--- src/rtl/disp_pkg.sv ---
// Shared constants and helpers for the four-digit display scanner.
// Codes 14 and 15 are reserved by the downstream decoder for blank and minus.
package disp_pkg;

   localparam int unsigned NUM_DIGITS          = 4;
   localparam int unsigned DEFAULT_REFRESH_DIV = 100000;
   localparam logic [3:0]  BLANK_CODE          = 4'd14;
   localparam logic [3:0]  MINUS_CODE          = 4'd15;

   typedef logic [1:0]  digit_idx_t;
   typedef logic [15:0] digit_word_t;

   // Pick nibble k out of a packed four-digit word.
   function automatic logic [3:0] digit_of(
      input digit_word_t v,
      input digit_idx_t  k
   );
      return v[{k, 2'b00} +: 4];
   endfunction

endpackage

--- src/rtl/scan_prescaler.sv ---
// Free-running dwell counter for the display scanner.
// Emits a one-cycle wrap strobe on the last cycle of each dwell period.
module scan_prescaler #(
   parameter int unsigned DIV = 4
) (
   input  logic clk_i,
   input  logic rst_i,
   output logic wrap_o
);

   localparam int unsigned   CW   = (DIV > 1) ? $clog2(DIV) : 1;
   localparam logic [CW-1:0] LAST = CW'(DIV - 1);

   logic [CW-1:0] cnt_q;
   logic [CW-1:0] cnt_d;

   // Strobe on the terminal count and fold back to zero on the same edge.
   always_comb begin
      wrap_o = (cnt_q == LAST);
      cnt_d  = wrap_o ? '0 : cnt_q + CW'(1);
   end

   // Counter register.
   always_ff @(posedge clk_i or posedge rst_i) begin
      if (rst_i) cnt_q <= '0;
      else       cnt_q <= cnt_d;
   end

endmodule

--- src/rtl/display_scan_ctrl.sv ---
// Multiplexed four-digit display scanner with frame-aligned double buffering.
// New digits are staged and only swapped in at the digit 3 -> 0 boundary.
module display_scan_ctrl
   import disp_pkg::*;
#(
   parameter int unsigned REFRESH_DIV = DEFAULT_REFRESH_DIV
) (
   input  logic        clk,
   input  logic        rst,
   input  logic [15:0] digits_in,
   input  logic        load,
   input  logic        blank_lz,
   output logic [1:0]  digit_sel,
   output logic [3:0]  num,
   output logic        pending,
   output logic        load_ack,
   output logic        frame_tick
);

   logic        wrap;
   logic        commit;
   digit_idx_t  idx_q,    idx_d;
   digit_word_t shadow_q, shadow_d;
   digit_word_t staged_q, staged_d;
   logic        pend_q,   pend_d;
   logic        ack_q,    ack_d;
   logic        tick_q,   tick_d;
   logic [NUM_DIGITS-1:0] lz;

   scan_prescaler #(
      .DIV (REFRESH_DIV)
   ) u_presc (
      .clk_i  (clk),
      .rst_i  (rst),
      .wrap_o (wrap)
   );

   // Advance the scan, stage loads, and swap buffers at the frame edge.
   always_comb begin
      commit   = wrap && (idx_q == digit_idx_t'(NUM_DIGITS - 1));
      idx_d    = wrap ? idx_q + 2'd1 : idx_q;
      staged_d = load ? digits_in : staged_q;
      pend_d   = pend_q | load;
      shadow_d = shadow_q;
      ack_d    = 1'b0;
      tick_d   = commit;
      if (commit && pend_d) begin
         shadow_d = staged_d;
         pend_d   = 1'b0;
         ack_d    = 1'b1;
      end
   end

   // State registers; pulses are registered so they line up with digit 0.
   always_ff @(posedge clk or posedge rst) begin
      if (rst) begin
         idx_q    <= '0;
         shadow_q <= '0;
         staged_q <= '0;
         pend_q   <= 1'b0;
         ack_q    <= 1'b0;
         tick_q   <= 1'b0;
      end else begin
         idx_q    <= idx_d;
         shadow_q <= shadow_d;
         staged_q <= staged_d;
         pend_q   <= pend_d;
         ack_q    <= ack_d;
         tick_q   <= tick_d;
      end
   end

   // A digit is a leading zero if it and every digit above it are zero.
   always_comb begin
      lz[3] = (shadow_q[15:12] == 4'd0);
      lz[2] = lz[3] && (shadow_q[11:8] == 4'd0);
      lz[1] = lz[2] && (shadow_q[7:4] == 4'd0);
      lz[0] = 1'b0;
   end

   // Present the active digit to the decoder.
   always_comb begin
      digit_sel  = idx_q;
      num        = digit_of(shadow_q, idx_q);
      if (blank_lz && lz[idx_q]) num = BLANK_CODE;
      pending    = pend_q;
      load_ack   = ack_q;
      frame_tick = tick_q;
   end

endmodule

--- config.mk ---
export PLATFORM = sky130hd
export DESIGN_NAME = display_scan_ctrl
export DESIGN_NICKNAME = d
export VERILOG_FILES = /design/src/rtl/disp_pkg.sv /design/src/rtl/scan_prescaler.sv /design/src/rtl/display_scan_ctrl.sv
export SDC_FILE = /design/constraint.sdc
export NUM_CORES = 1
export LEC_CHECK = 0
export CORE_UTILIZATION = 35
export CTS_BUF_LIST = sky130_fd_sc_hd__clkbuf_4 sky130_fd_sc_hd__clkbuf_8
export CTS_CLUSTER_DIAMETER = 100
export CTS_CLUSTER_SIZE = 20
export DETAILED_ROUTE_END_ITERATION = 10
export GPL_TIMING_DRIVEN = 0
export PLACE_DENSITY_LB_ADDON = 0.15
export SLEW_MARGIN = 30
export SYNTH_ARGS = -nofsm -noshare
export SYNTH_HDL_FRONTEND = slang
export SYNTH_HIERARCHICAL = 1
export SYNTH_SLANG_ARGS = --single-unit
--- constraint.sdc ---
create_clock -name clk -period 2.25 [get_ports clk]
set_input_delay 0.675 -clock clk [delete_from_list [all_inputs] [get_ports clk]]
set_output_delay 0.675 -clock clk [all_outputs]
set_load 0.05 [all_outputs]
==> results.toml <==
[status]
outcome = "finished with violations"
failed_checks = "setup timing"

[job]
maxCapViolCount = 0

[logic_synthesis]
synth.avg_cell_area_sq_um = 14.18
synth_cells = 170
synth_cell_types = 29
synth_top_area_share_pct = 56.05
syn_nets = 192
async_reset_ff_share_pct = 100.0
seq_area_frac_synth_pct = 56.05
netlist_area_sq_mm = 0.002411
synth.area.top_cells = "dfrtp_1 (56%), mux2_2 (11%), mux2_4 (5.6%)"
synth_top_area_cell = "dfrtp_1"
synth-edff-count = 0
synth-main-ff-cell = "dfrtp_1"
yosysMostFrequentCell = "dfrtp_1"
yosys_warnings = 6
ys_seq_elements = 54
yosys-top-cells-count = "dfrtp_1 (54), mux2_2 (24), nor2_1 (12), xnor2_1 (11), mux2_4 (9)"

[timing]
fmax_mhz = 425.1
slew-limit-headroom_pct = 48.84
hold_viol = 0
tns_ps = -263.4
grt_setup_unrepaired = "true"
fin_skew_ps = 10.31
hold_ws_ps = 504.4
finalCritPeriodShare_pct = 104.5
setup_slack_ps = -102.3
worst_slew_pin_slew_ps = 766.3
finalSetupViolations = 3
maxSlewViolCount = 0
post-route-min-period_ps = 2352

[place]
place_ws_ps = -740.5
gp_congestion = 0.7843
dpl.hpwl_um = 3173
place_area_sq_mm = 0.002794
io_buffer_count = 27

[final_layout]
nets = 233
final_cell_area_sq_mm = 0.003019
layout-drive-gt1-share_pct = 36.79
fillers = 565
seq_area_sq_mm = 0.001354
area_growth_pct = 25.22
antennaDiodeCount = 0
multi_input_area_sq_mm = 0.001059

[power_and_ir_drop]
power_density_mw_per_mm2 = 571.6
total_leakage_power_nw = 1.378
ir_worst_vdd_v = 0.0002713

[detailed_routing]
wirelength_um = 4731
drtPass1Iterations = 4
top_layer = "met4"
vias_per_cell = 5.111
ant_nets = 0
drtIter0Drc = 40
dr_wl_met2_um = 2379
wl_met3_um = 164
met1Wirelength_um = 2126
drt-wirelength-per-cell_um = 16.37
post-route-drc-count = 0
vias = 1477

[global_route]
grt_pass1_wl_um = 7817
track_usage_pct = 13.92
antenna_found_initial = 0
grt_pass1_vias = 1568
grt_overflow = 0
grt_max_degree = 38

[floorplan]
die_w_um = 85
die_area_sq_mm = 0.007225
coreArea_sq_mm = 0.006495
start_util_pct = 37.12
core.rowCount = 29
pin_count = 29
chipHeight_um = 85

[clocking]
cts_tree = "done"
clock_latency_ps = 310
clock_sinks = 54
clk_pin_slew_ps = 100
cts_root_buffer = "clkbuf_8"
htree_levels = 2
clockBufferDepth = 2
numCtsBuffers = 5
cts_hold_buf = 0

[critical_path]
start_kind = "flip-flop"
worst-endpoint-arrival_ps = 1680
end_kind = "output port"
cp-startpoint = "shadow_q[14]$_DFFE_PP0P_"
crit_type = "reg2out"
cp_max_fo = 3
r2r_cells = 9
r2r_start = "u_presc/cnt_q[0]$_DFF_PP0_"
required_ps = 1570

[worst_hold_path]
hold_depth = 1
holdCritStartpoint = "staged_q[7]$_DFF_PP0_"
hp-class = "reg2reg"
cell usage in the layout, fill, tap and decap left out, types with 2 or more instances in the layout:
cell             synthesis  layout
dfrtp_1                 54      52
mux2_2                  24      24
clkdlybuf4s50_1          0      19
nor2_1                  12      11
xnor2_1                 11      11
mux2_4                   9       9
buf_6                    2       8
clkbuf_8                 0       7
buf_4                    0       7
xor2_1                   5       5
nand3_1                  5       5
nor3_1                   5       5
nand2_1                  5       5
inv_1                    5       4
nor4_2                   2       4
mux4_2                   4       4
nand4_1                  4       4
o21bai_4                 0       3
dlygate4sd2_1            0       3
nor4_1                   4       2
dfrtp_2                  0       2
and4_1                   2       2
state kept, by name (all words and copies together) (netlist names):
| signal | flops |
|---|---|
| digit_sel | 2 |
| frame_tick | 1 |
| load_ack | 1 |
| pending | 1 |
| shadow_q | 16 |
| staged_q | 16 |
| u_presc/cnt_q | 17 |
what timing repair did:
| item | 4_1_cts | 5_1_grt |
|---|---|---|
| gates cloned | 0 | 1 |
| gates resized for setup | 34 | 13 |
| buffers inserted | 3 | 3 |
| pin swaps | 2 | 5 |
| endpoints found under the setup margin | 14 | 14 |
cell type report:
class	count	area share, %
flip-flops and latches	54	44.84
multi-input cells	106	35.06
repair buffers	34	10.82
clock buffers	7	3.191
well taps	77	3.191
plain buffers	5	1.989
inverters	5	0.6216
clock inverters	1	0.2901
critical path, stage by stage (launching register included):
cell	delay, ps
dfrtp_1	420
buf_4	150
mux4_2	460
o21bai_4	190
buf_6	160
path summary, 6_finish.rpt:
kind,to,slack [ps]
max in group asynchronous,digit_sel[0]$_DFFE_PP0P_,870
hold reg to reg,staged_q[7]$_DFF_PP0_,500
min in group asynchronous,u_presc/cnt_q[15]$_DFF_PP0_,790
hold / removal,staged_q[7]$_DFF_PP0_,500
setup / recovery,num[2],-100
setup reg to reg,shadow_q[7]$_DFFE_PP0P_,100
where the power goes:
part / leakage, nW / internal (mW) / switching (mW)
sequential: 0.695 / 0.998 / 0.00757
combinational: 0.629 / 0.0684 / 0.0510
clock: 0.0544 / 0.283 / 0.318
total: 1.38 / 1.35 / 0.377
through the flow:
stage	cells	util (%)	power, mW
after detailed placement	274	43.02	1.145
after CTS	285	45.33	1.743
final	289	46.48	1.726
after global placement	274	43.02	1.138
after global routing	289	46.48	1.804
after floorplan	170	-	1.093
kinds of logic (layout without fill, tap and decap cells):
kind of cell,count (synthesis),after routing,share of synthesized area [%]
XOR/XNOR,16,16,5.812
AND/OR/NAND/NOR,45,45,11.68
adder cells (fa/ha/maj),2,2,1.038
multiplexers,37,37,20.55
AO/OA/AOI/OAI,6,6,2.128
buffers and inverters,10,52,2.750
flip-flops,54,54,56.05
layer usage:
layer | vias to the layer above | GRT usage (%)
li1 | 682 | -
met1 | 763 | 18.56
met2 | 25 | 22.58
met3 | 7 | 3.113
met4 | 0 | 4.622
met5 | - | 0
Note: power is estimated with default switching activity, not from simulation.
